### src/rtl/imm_gen_pkg.sv
// imm_gen_pkg: formats, opcodes, buffer states and the entry bundle
// shared by imm_decode and imm_gen_pipe (IMM_GEN_ILLEGAL_EN adds illegal).
package imm_gen_pkg;

  typedef enum logic [2:0] {
    FMT_NONE = 3'd0,
    FMT_I    = 3'd1,
    FMT_S    = 3'd2,
    FMT_B    = 3'd3,
    FMT_U    = 3'd4,
    FMT_J    = 3'd5,
    FMT_SH   = 3'd6
  } imm_fmt_e;

  typedef enum logic [1:0] {
    BUF_EMPTY = 2'd0,
    BUF_HALF  = 2'd1,
    BUF_FULL  = 2'd2
  } buf_state_e;

  localparam int IMM_W     = 64;
  localparam int TAG_MAX_W = 64;

  localparam logic [6:0] OPC_LOAD     = 7'b0000011;
  localparam logic [6:0] OPC_OP_IMM   = 7'b0010011;
  localparam logic [6:0] OPC_JALR     = 7'b1100111;
  localparam logic [6:0] OPC_OP_IMM32 = 7'b0011011;
  localparam logic [6:0] OPC_STORE    = 7'b0100011;
  localparam logic [6:0] OPC_BRANCH   = 7'b1100011;
  localparam logic [6:0] OPC_LUI      = 7'b0110111;
  localparam logic [6:0] OPC_AUIPC    = 7'b0010111;
  localparam logic [6:0] OPC_JAL      = 7'b1101111;

  typedef struct packed {
    logic [IMM_W-1:0]     imm;
    imm_fmt_e             fmt;
    logic [TAG_MAX_W-1:0] tag;
`ifdef IMM_GEN_ILLEGAL_EN
    logic                 illegal;
`endif
  } imm_entry_t;

  function automatic logic [IMM_W-1:0] sext32(
    input logic [31:0] v
  );
    return {{(IMM_W-32){v[31]}}, v};
  endfunction

endpackage

### src/rtl/imm_decode.sv
// imm_decode: combinational instruction -> entry decode (inst, tag in;
// ent out). Builds a 64-bit immediate; the top keeps the low XLEN bits.
module imm_decode
  import imm_gen_pkg::*;
#(
  parameter int XLEN = 32
) (
  input  logic [31:0]          inst,
  input  logic [TAG_MAX_W-1:0] tag,
  output imm_entry_t           ent
);

  logic [6:0]       opc;
  logic [2:0]       f3;
  logic             rv64;
  logic             op_imm32;
  logic             is_opimm;
  logic             sh_f3;
  logic             is_sh;
  logic             is_i;
  logic             is_u;
  logic [IMM_W-1:0] shamt;

  assign opc      = inst[6:0];
  assign f3       = inst[14:12];
  assign rv64     = (XLEN == 64);
  // OP-IMM-32 only exists on RV64
  assign op_imm32 = rv64 && (opc == OPC_OP_IMM32);
  assign is_opimm = (opc == OPC_OP_IMM) || op_imm32;
  assign sh_f3    = (f3 == 3'b001) || (f3 == 3'b101);
  assign is_sh    = is_opimm && sh_f3;
  assign is_i     = (is_opimm && !sh_f3)
                  || (opc == OPC_LOAD)
                  || (opc == OPC_JALR);
  assign is_u     = (opc == OPC_LUI)
                  || (opc == OPC_AUIPC);

  // 6-bit shamt only for full-width RV64 shifts
  assign shamt = (rv64 && opc == OPC_OP_IMM)
               ? IMM_W'(inst[25:20])
               : IMM_W'(inst[24:20]);

  always_comb begin
    ent     = '0;
    ent.tag = tag;
    unique case (1'b1)
      is_sh: begin
        ent.fmt = FMT_SH;
        ent.imm = shamt;
      end
      is_i: begin
        ent.fmt = FMT_I;
        ent.imm = sext32({{20{inst[31]}},
                          inst[31:20]});
      end
      (opc == OPC_STORE): begin
        ent.fmt = FMT_S;
        ent.imm = sext32({{20{inst[31]}},
                          inst[31:25],
                          inst[11:7]});
      end
      (opc == OPC_BRANCH): begin
        ent.fmt = FMT_B;
        ent.imm = sext32({{19{inst[31]}},
                          inst[31], inst[7],
                          inst[30:25],
                          inst[11:8], 1'b0});
      end
      is_u: begin
        ent.fmt = FMT_U;
        ent.imm = sext32({inst[31:12],
                          12'b0});
      end
      (opc == OPC_JAL): begin
        ent.fmt = FMT_J;
        ent.imm = sext32({{11{inst[31]}},
                          inst[31],
                          inst[19:12],
                          inst[20],
                          inst[30:21],
                          1'b0});
      end
      default: begin
        ent.fmt = FMT_NONE;
      end
    endcase
`ifdef IMM_GEN_ILLEGAL_EN
    ent.illegal = (ent.fmt == FMT_NONE);
`endif
  end

endmodule

### src/rtl/imm_gen_pipe.sv
// imm_gen_pipe: decode-stage immediate generator behind a 2-entry skid
// buffer. in_*/out_* valid-ready handshakes, flush; IMM_GEN_ILLEGAL_EN.
module imm_gen_pipe
  import imm_gen_pkg::*;
#(
  parameter int XLEN  = 32,
  parameter int TAG_W = 32
) (
  input  logic             clk,
  input  logic             rst_n,
  input  logic             flush,
  input  logic             in_valid,
  output logic             in_ready,
  input  logic [31:0]      in_inst,
  input  logic [TAG_W-1:0] in_tag,
  output logic             out_valid,
  input  logic             out_ready,
  output logic [XLEN-1:0]  out_imm,
  output logic [2:0]       out_fmt,
  output logic [TAG_W-1:0] out_tag
`ifdef IMM_GEN_ILLEGAL_EN
  ,
  output logic             out_illegal
`endif
);

  buf_state_e state_q;
  buf_state_e state_d;
  imm_entry_t main_q;
  imm_entry_t skid_q;
  imm_entry_t dec;
  logic       accept;
  logic       drain;
  logic       load_main;
  logic       load_skid;
  logic       pop_skid;
  logic       unused_ok;

  imm_decode #(
    .XLEN (XLEN)
  ) u_dec (
    .inst (in_inst),
    .tag  (TAG_MAX_W'(in_tag)),
    .ent  (dec)
  );

  assign in_ready  = (state_q != BUF_FULL);
  assign out_valid = (state_q != BUF_EMPTY);
  assign accept    = in_valid && in_ready;
  assign drain     = out_valid && out_ready;

  always_comb begin
    state_d   = state_q;
    load_main = 1'b0;
    load_skid = 1'b0;
    pop_skid  = 1'b0;
    unique case (state_q)
      BUF_EMPTY: begin
        if (accept) begin
          load_main = 1'b1;
          state_d   = BUF_HALF;
        end
      end
      BUF_HALF: begin
        if (accept && drain) begin
          load_main = 1'b1;
        end else if (accept) begin
          load_skid = 1'b1;
          state_d   = BUF_FULL;
        end else if (drain) begin
          state_d   = BUF_EMPTY;
        end
      end
      BUF_FULL: begin
        if (drain) begin
          pop_skid = 1'b1;
          state_d  = BUF_HALF;
        end
      end
      default: begin
        state_d = BUF_EMPTY;
      end
    endcase
    // flush wins over any handshake this cycle
    if (flush) begin
      state_d   = BUF_EMPTY;
      load_main = 1'b0;
      load_skid = 1'b0;
      pop_skid  = 1'b0;
    end
  end

  always_ff @(posedge clk or negedge rst_n) begin
    if (!rst_n) begin
      state_q <= BUF_EMPTY;
      main_q  <= '0;
      skid_q  <= '0;
    end else begin
      state_q <= state_d;
      if (load_main) begin
        main_q <= dec;
      end else if (pop_skid) begin
        main_q <= skid_q;
      end
      if (load_skid) begin
        skid_q <= dec;
      end
    end
  end

  assign out_imm = main_q.imm[XLEN-1:0];
  assign out_fmt = main_q.fmt;
  assign out_tag = main_q.tag[TAG_W-1:0];
`ifdef IMM_GEN_ILLEGAL_EN
  assign out_illegal = main_q.illegal;
`endif

  // upper imm/tag bits beyond XLEN/TAG_W are constant-extended
  assign unused_ok = ^{main_q.imm, main_q.tag};

endmodule

### config.mk
export PLATFORM = sky130hd
export DESIGN_NAME = imm_gen_pipe
export DESIGN_NICKNAME = d
export VERILOG_FILES = /design/src/rtl/imm_gen_pkg.sv /design/src/rtl/imm_decode.sv /design/src/rtl/imm_gen_pipe.sv
export SDC_FILE = /design/constraint.sdc
export NUM_CORES = 1
export LEC_CHECK = 0
export ABC_CLOCK_PERIOD_IN_PS = 1900
export BUFFER_PORTS_ARGS = -buffer_cell sky130_fd_sc_hd__buf_2
export CAP_MARGIN = 20
export CORE_UTILIZATION = 30
export DETAILED_ROUTE_END_ITERATION = 12
export GPL_ROUTABILITY_DRIVEN = 0
export PLACE_DENSITY = 0.55
export SLEW_MARGIN = 20
export SYNTH_ARGS = -nofsm -noshare
export SYNTH_HDL_FRONTEND = slang
export SYNTH_HIERARCHICAL = 1
export SYNTH_SLANG_ARGS = --single-unit
### constraint.sdc
create_clock -name clk -period 1.9 [get_ports clk]
set_clock_uncertainty 0.1 [all_clocks]
set_input_delay 0.285 -clock clk [delete_from_list [all_inputs] [get_ports clk]]
set_output_delay 0.285 -clock clk [all_outputs]
set_load 0.03 [all_outputs]
======== After elaboration in Yosys (flattened, before gate mapping) ========
Cells that the tools add are included.
word-level totals
  flip-flop bits (word level) ............. 136
  bits of input ports ..................... 69
operators by class
  eq/ne operators ......................... 17
  muxes and demuxes ....................... 21
  reductions and logical operators ........ 14
operator list
  kind                                                                   count
  99-bit 2-to-1 mux                                                      2
  32-bit one-hot mux with 6 select lines                                 1
  7-bit equality test, second input constant                             3
  3-bit one-hot mux with 6 select lines                                  1
  7-bit by 5-bit equality test with 1-bit output, second input constant  2
  7-bit by 6-bit equality test with 1-bit output, second input constant  2
  2-bit 2-to-1 mux                                                       6
  1-bit 2-to-1 mux                                                       9
  3-bit != test, second input constant                                   3
  7-bit by 2-bit equality test with 1-bit output, second input constant  1
  2-bit one-hot mux with 3 select lines                                  1
  1-bit logical AND                                                      5
  1-bit logical OR                                                       4
  4-bit != test, second input constant                                   1
  4-bit AND reduction                                                    1
  2-bit nonzero test                                                     2
  3-bit by 1-bit equality test with 1-bit output, second input constant  1
  3-bit equality test, second input constant                             1
  2-bit by 1-bit equality test with 1-bit output, second input constant  1
  2-bit equality test, second input constant                             1
  2-bit logical NOT                                                      1
  2-bit != test, second input constant                                   1
  1-bit one-hot mux with 2 select lines                                  1
  1-bit logical NOT                                                      1

======== Logic depth before layout (Yosys ltp) ========
Gate-level depths: netlist of run 1.
  depth in word-level cells ............... 8
  depth in mapped cells ................... 7
  gate-level depth less buffers ........... 5

======== By module ========
Netlist of run 1, hierarchy kept.
by module, submodules not included
  module        instances  cells each  area an instance (um^2)
  imm_gen_pipe  1          382         5524.0
  imm_decode    1          179         1261.2

======== Least setup slack after synthesis of run 1 ========
OpenSTA, ideal clock, no wires.
  path kind ............................... input -> register
  start ................................... input in_inst[4]
  end ..................................... register main_q (netlist bit out_imm[31])
  library setup time ...................... 0.068 ns
  data arrival time ....................... 2.057 ns
  required time ........................... 1.732 ns
  setup slack ............................. -0.326 ns
  stages .................................. 6
  cells stage by stage .................... buf_2 nand2b_1 a2bb2oi_1 nor3b_2 a21o_1 a221o_1
RTL lines
  element               RTL line             source
  from (decl)           imm_gen_pipe.sv:14   input logic [31:0] in_inst,
  to (signal assigned)  imm_gen_pipe.sv:103  main_q <= skid_q;
  to (decl)             imm_gen_pipe.sv:29   imm_entry_t main_q;

======== Final worst setup path of run 1 ========
  start ................................... input flush
  end ..................................... register skid_q[20] (netlist name)
on the way
  word-level cells in the longest chain between the ends .. 1
ends and longest elaborated chain
  element               RTL line             source
  from (decl)           imm_gen_pipe.sv:11   input logic flush,
  1-bit 2-to-1 mux      imm_gen_pipe.sv:85   if (flush) begin
  to (signal assigned)  imm_gen_pipe.sv:97   skid_q <= '0;
  to (signal assigned)  imm_gen_pipe.sv:106  skid_q <= dec;
  to (decl)             imm_gen_pipe.sv:30   imm_entry_t skid_q;
Every way passes these cells.
A chain may end at the register's enable or synchronous reset.

==> results of run 1 <==
==> registers in the layout, summed over array words and instances (netlist names) <==
signal	flops
out_fmt	3
out_imm	32
out_tag	32
skid_q	67
state_q	2
==> power groups by stage <==
stage	Combinational [mW]	Sequential, mW	Clock (mW)
6_report	1.20	3.44	3.51
5_1_grt	1.30	3.49	3.76
4_1_cts	1.22	3.44	3.64
3_5_place_dp	1.17	3.49	0
3_3_place_gp	1.13	3.46	0
2_1_floorplan	0.480	3.73	0
==> repair_timing <==
action | in CTS | in global routing
hold buffers | 32 | 0
endpoints found under the setup margin | 0 | 0
buffers inserted | 0 | 0
hold endpoints to repair | 100 | 0
==> area by class of cell <==
type                            instances  area [µm²]
Fill cell                            1979       12330
Sequential cell                       136        3403
Multi-Input combinational cell        285        2432
Timing Repair Buffer                  192        1272
Clock buffer                           19       442.9
Tap cell                              270       337.8
Clock inverter                         13       182.7
Inverter                                8       30.03
==> cell usage in the layout (no fill, tap or decap), types with 3 or more instances in the layout <==
| master | n |
|---|---|
| mux2_1 | 67 |
| inv_6 | 5 |
| buf_2 | 136 |
| nor2b_1 | 3 |
| clkbuf_16 | 17 |
| and2_1 | 67 |
| nand2b_1 | 5 |
| nand2_1 | 9 |
| bufinv_16 | 3 |
| o211ai_1 | 3 |
| dlygate4sd3_1 | 32 |
| buf_4 | 16 |
| dfrtp_1 | 136 |
| a21oi_1 | 3 |
| a22o_1 | 4 |
| nor2_1 | 11 |
| a221o_1 | 67 |
| clkinv_4 | 3 |
| inv_1 | 8 |
| buf_12 | 7 |
| a21o_1 | 20 |
==> path summary, 6_finish.rpt <==
path | start | endpoint | slack, ns | cells past startpoint
max reg2reg | state_q[1] | skid_q[20] | 0.16 | 4
min reg2reg | skid_q[78] | skid_q[78] | 0.38 | 1
min | out_ready | state_q[1] | 0.03 | 2
min in group asynchronous | rst_n | out_tag[30] | 0.22 | 2
max in group asynchronous | rst_n | out_imm[11] | 0.92 | 3
max | flush | skid_q[20] | 0.09 | 6
==> through the flow <==
step / instance area [µm²] / instances / util, % / TNS (ns) / setup WS, ns
6_report: 8102 / 923 / 39.66 / 0 / 0.09079
3_5_place_dp: 7156 / 859 / 35.03 / -1.601 / -0.08774
4_1_cts: 8102 / 923 / 39.66 / 0 / 0.09579
2_1_floorplan: 6301 / 496 / - / 0 / 0.1558
5_1_grt: 8102 / 923 / 39.66 / 0 / 0.03596
3_3_place_gp: 7156 / 859 / 35.03 / -0.008539 / -0.004735
==> layer usage <==
layer  global-route usage, %  up-vias  part of all wire, %
met5                       0        -                    0
li1                        -     2086                    -
met4                   5.619        0                  2.2
met3                   4.814       23                  5.4
met2                   26.11      108                   49
met1                   18.84     2324                   43
==> metrics.csv, run 1 <==
stage,metric,value,unit
hold_path,min_path_type,primary input to flip-flop,
drt,ant_nets,0,
sta,setup_violations,0,
sta,rsz0062_at_grt,false,
clock_network,clock-sinks,136,
sta,worst_pin_slew,0.8125,ns
clock_network,cts_buffer_depth,2,
layout,area_growth,28.57,%
setup_path,path_max_fanout,27,
sta,hold_viol,0,
floorplanning,die_h,146.9,µm
setup_path,max_stage_delay,0.53,ns
sta,post-route-period-util,95.22,%
global_route,grt_antenna_before_repair,0,
setup_path,critPathKind,primary input to flip-flop,
setup_path,required,2.09,ns
pwr,peakVddDrop,0.0005629,V
drt,routed_wl,16170,µm
place,detailed_place_hpwl,10550,µm
sta,whs,0.02574,ns
pwr,p_switching,2.251,mW
layout,antennaDiodeCount,0,
status,status,"finished, final reports clean",
drt,wl_per_cell,17.52,µm
place,io_buffers,137,
setup_path,crit_family,buffers and inverters,
clock_network,cts_tree,yes,
global_route,grt_pass1_vias,4930,
floorplanning,start_util,30.84,%
pwr,power_frac_clock,43.1,%
drt,first_iter_violations,207,
global_route,grt_overflow,0,
pwr,p_per_area,1007,nW/µm²
drt,via_per_inst,4.920,
layout,drive_gt1_share,30.63,%
drt,dr.pass1.iters,4,
clock_network,clkLatencyLatePin,0.41,ns
floorplanning,rows,52,
yosys,synth_nets,565,
global_route,grt_pass1_wl,26190,µm
pwr,total_power,8.158,mW
global_route,grt_max_degree,68,
floorplanning,num_io_pins,138,
pwr,p_int,5.907,mW
drt,remaining_drc_errors,0,
clock_network,cts_made_buffers,17,
setup_path,endpoint_kind,flip-flop,
setup_path,worstPathCellList,"dlygate4sd3_1, buf_2, nor3b_2, nand3b_1, buf_4, mux2_1",
pwr,switching_share,27.59,%
clock_network,clock_tree.root_cell,clkbuf_16,
floorplanning,dieArea,21590,µm²
layout,fin_nets,709,
pwr,p_comb_share,14.7,%
sta,maxSlewHeadroom,45.59,%
sta,period_minus_slack,1.809,ns
global_route,track_usage,15.58,%
setup_path,critPathSlowestCell,dlygate4sd3_1,
setup_path,start_kind,primary input,
clock_network,clk_pin_slew,0.06,ns
clock_network,cts_max_level,4,
yosys,syn_area,6301,µm²
sta,drv_slew,0,
sta,max_freq,552.7,MHz
yosys,yosys_warnings,6,
floorplanning,core,20430,µm²
yosys,syn_area_per_cell,12.70,µm²
setup_path,critPathBufInv,3,
run,maxCapViolCount,0,
drt,vias,4541,
pwr,power_frac_seq,42.2,%
yosys,synthCells,496,
pwr,leakage,4.204,nW
setup_path,cp_data_arrival_time,2.00,ns
clock_network,post_cts_resized,0,
floorplanning,fp.dieW,146.9,µm
Power figures use the tool's default switching activity.
==> inputs of run 2 (changes only) <==
--- a/config.mk
+++ b/config.mk
@@ -5,13 +5,14 @@
 export SDC_FILE = /design/constraint.sdc
 export NUM_CORES = 1
 export LEC_CHECK = 0
+export ABC_AREA = 1
 export ABC_CLOCK_PERIOD_IN_PS = 1900
 export BUFFER_PORTS_ARGS = -buffer_cell sky130_fd_sc_hd__buf_2
 export CAP_MARGIN = 20
 export CORE_UTILIZATION = 30
 export DETAILED_ROUTE_END_ITERATION = 12
 export GPL_ROUTABILITY_DRIVEN = 0
-export PLACE_DENSITY = 0.55
+export PLACE_DENSITY = 0.54
 export SLEW_MARGIN = 20
 export SYNTH_ARGS = -nofsm -noshare
 export SYNTH_HDL_FRONTEND = slang
==> run 2 against run 1 <==
  * Critical path depth decreased by 3
  * Non-clock buffer count decreased by 10
  * Synthesized cell count increased by 88%
  * Utilization decreased by 2.1 points
  * Critical path type is now flip-flop to output port
  * Largest cell class unchanged
  * Largest power group is now sequential cells
==> metrics.csv, run 2 <==
stage,metric,value,unit
status,status,"finished, final reports clean",
drt,first_iter_violations,399,
layout,utilization,37.54,%
floorplanning,die_h,154.3,µm
setup_path,critPathLaunch,state_q[0],
clock_network,cts_buffer_depth,2,
clock_network,cts_made_buffers,17,
clock_network,cts_max_level,4,
clock_network,clk_pin_slew,0.05,ns
setup_path,r2r_start,state_q[0],
global_route,grt_pass1_vias,5630,
floorplanning,rows,55,
floorplanning,start_util,30.63,%
sta,max_freq,572.4,MHz
drt,via_per_inst,4.437,
setup_path,endpoint_kind,output port,
setup_path,worstPathCellList,"nor2_2, inv_1, buf_2",
sta,fin_ws,0.1531,ns
sta,rsz0062_at_grt,false,
layout,area_growth,22.56,%
sta,drv_slew,0,
layout,seq_area,3403,µm²
run,maxCapViolCount,0,
setup_path,r2r_end,out_tag[16],
global_route,track_usage,15.41,%
global_route,grt_antenna_before_repair,0,
pwr,p_comb_share,19.2,%
setup_path,reg2reg_depth,6,
hold_path,min_path_type,primary input to flip-flop,
clock_network,clock_tree.root_cell,clkbuf_16,
layout,fin_nets,1120,
yosys,syn_area,6955,µm²
setup_path,crit_family,flip-flops,
place,io_buffers,137,
setup_path,path_max_fanout,7,
layout,layout_common_cells,"nand2_1, buf_2, dfrtp_1, nand3_1, inv_1",
global_route,grt_overflow,0,
sta,post-route-period-util,91.94,%
floorplanning,core,22710,µm²
setup_path,cp.depth,3,
sta,worst_pin_slew,0.4560,ns
setup_path,critPathSlowestCell,dfrtp_1,
drt,remaining_drc_errors,0,
yosys,synthCells,932,
setup_path,required,1.51,ns
global_route,grt_use_met1,21.76,%
clock_network,clock-sinks,136,
sta,hold_viol,0,
setup_path,ff2ff_setup_slack,0.36,ns
global_route,grt_busiest_layer,met2,
pwr,power_frac_seq,43.1,%
global_route,grt_max_degree,72,
setup_path,max_stage_delay,0.45,ns
drt,dr.pass1.iters,5,
drt,ant_nets,0,
layout,multiInputGateArea,2629,µm²
pwr,p_int,5.993,mW
layout,largest-register,skid_q,
pwr,total_power,8.630,mW
place,detailed_place_hpwl,11940,µm
clock_network,post-cts-setup-buffers,0,
sta,maxSlewHeadroom,69.49,%
drt,vias,5985,
sta,fin_setup_tns,0,ns
layout,antennaDiodeCount,0,
sta,setup_violations,0,
pwr,leakage,4.674,nW
pwr,switching_share,30.55,%
layout,fill_cells,2442,
yosys,syn_area_per_cell,7.463,µm²
global_route,use_met3,3.446,%
layout,largest_register_ffs,67,
setup_path,start_kind,flip-flop,
pwr,p_switching,2.637,mW
hold_path,holdPathEnd,out_tag[9],
clock_network,clkLatencyLatePin,0.41,ns
drt,routed_wl,17600,µm
floorplanning,num_io_pins,138,
setup_path,critPathKind,flip-flop to output port,
sta,whs,0.02093,ns
yosys,yosys_warnings,6,
place,pre_cts_ws,-0.03033,ns
layout,drive_gt1_share,19.36,%
pwr,peakVddDrop,0.0004713,V
clock_network,cts_tree,yes,
yosys,synth_nets,1001,
drt,wl_per_cell,13.05,µm
layout,mostFrequentLayoutCell,nand2_1,
setup_path,critPathBufInv,2,
pwr,power_frac_clock,37.7,%
pwr,p_per_area,1012,nW/µm²
setup_path,cp_data_arrival_time,1.36,ns
floorplanning,dieArea,23800,µm²
hold_path,holdPathStages,3,
global_route,use_met2,23.90,%
global_route,grt_pass1_wl,29070,µm
hold_path,min_from,in_tag[9],
sta,period_minus_slack,1.747,ns
floorplanning,fp.dieW,154.3,µm
==> run 2: how the worst max path moves through the flow <==
stage / to / slack, ns
after global placement: skid_q[98] / 0.07
after global routing: out_valid / 0.07
after CTS: out_valid / 0.04
after floorplan: out_imm[10] / 0.47
after detailed placement: skid_q[98] / -0.03
final: out_valid / 0.15
==> run 2: power by group through the flow <==
stage               registers, mW  logic, mW  clock network [mW]
detailed placement           3.77       1.65                   0
global route                 3.80       1.87                3.50
global placement             3.75       1.62                   0
floorplan                    4.13      0.743                   0
CTS                          3.72       1.69                3.37
finish                       3.72       1.66                3.25
==> run 2: repair_timing <==
| action | in CTS | in global routing |
|---|---|---|
| endpoints found under the hold margin | 65 | 0 |
| hold buffers | 24 | 0 |
| resized for setup | 0 | 1 |
| setup endpoints to repair | 0 | 1 |
==> run 2: layout make-up <==
type                            instances  share of cell area, %
Clock buffer                           20                  5.357
Clock inverter                         12                  1.482
Sequential cell                       136                  39.92
Multi-Input combinational cell        614                  30.84
Timing Repair Buffer                  182                  13.81
Tap cell                              285                  4.183
Inverter                              100                  4.403
==> run 2: worst reg2reg max path: cells and delay by family (launching register included) <==
| family | cells | cell delay (ns) |
|---|---|---|
| buffers and inverters | 2 | 0.43 |
| DFF | 1 | 0.45 |
| and+or+nand+nor | 4 | 0.50 |
==> run 2: metal layers <==
| layer | up-vias | wire (µm) |
|---|---|---|
| met5 | - | 0 |
| met4 | 0 | 136 |
| met3 | 10 | 621 |
| met2 | 131 | 7926 |
| met1 | 2752 | 8918 |
| li1 | 3092 | - |
==> run 2: metrics by stage <==
stage	instance area, µm²	cells
3_5_place_dp	7699	1293
5_1_grt	8524	1349
6_report	8524	1349
3_3_place_gp	7699	1293
2_1_floorplan	6955	932
4_1_cts	8522	1349
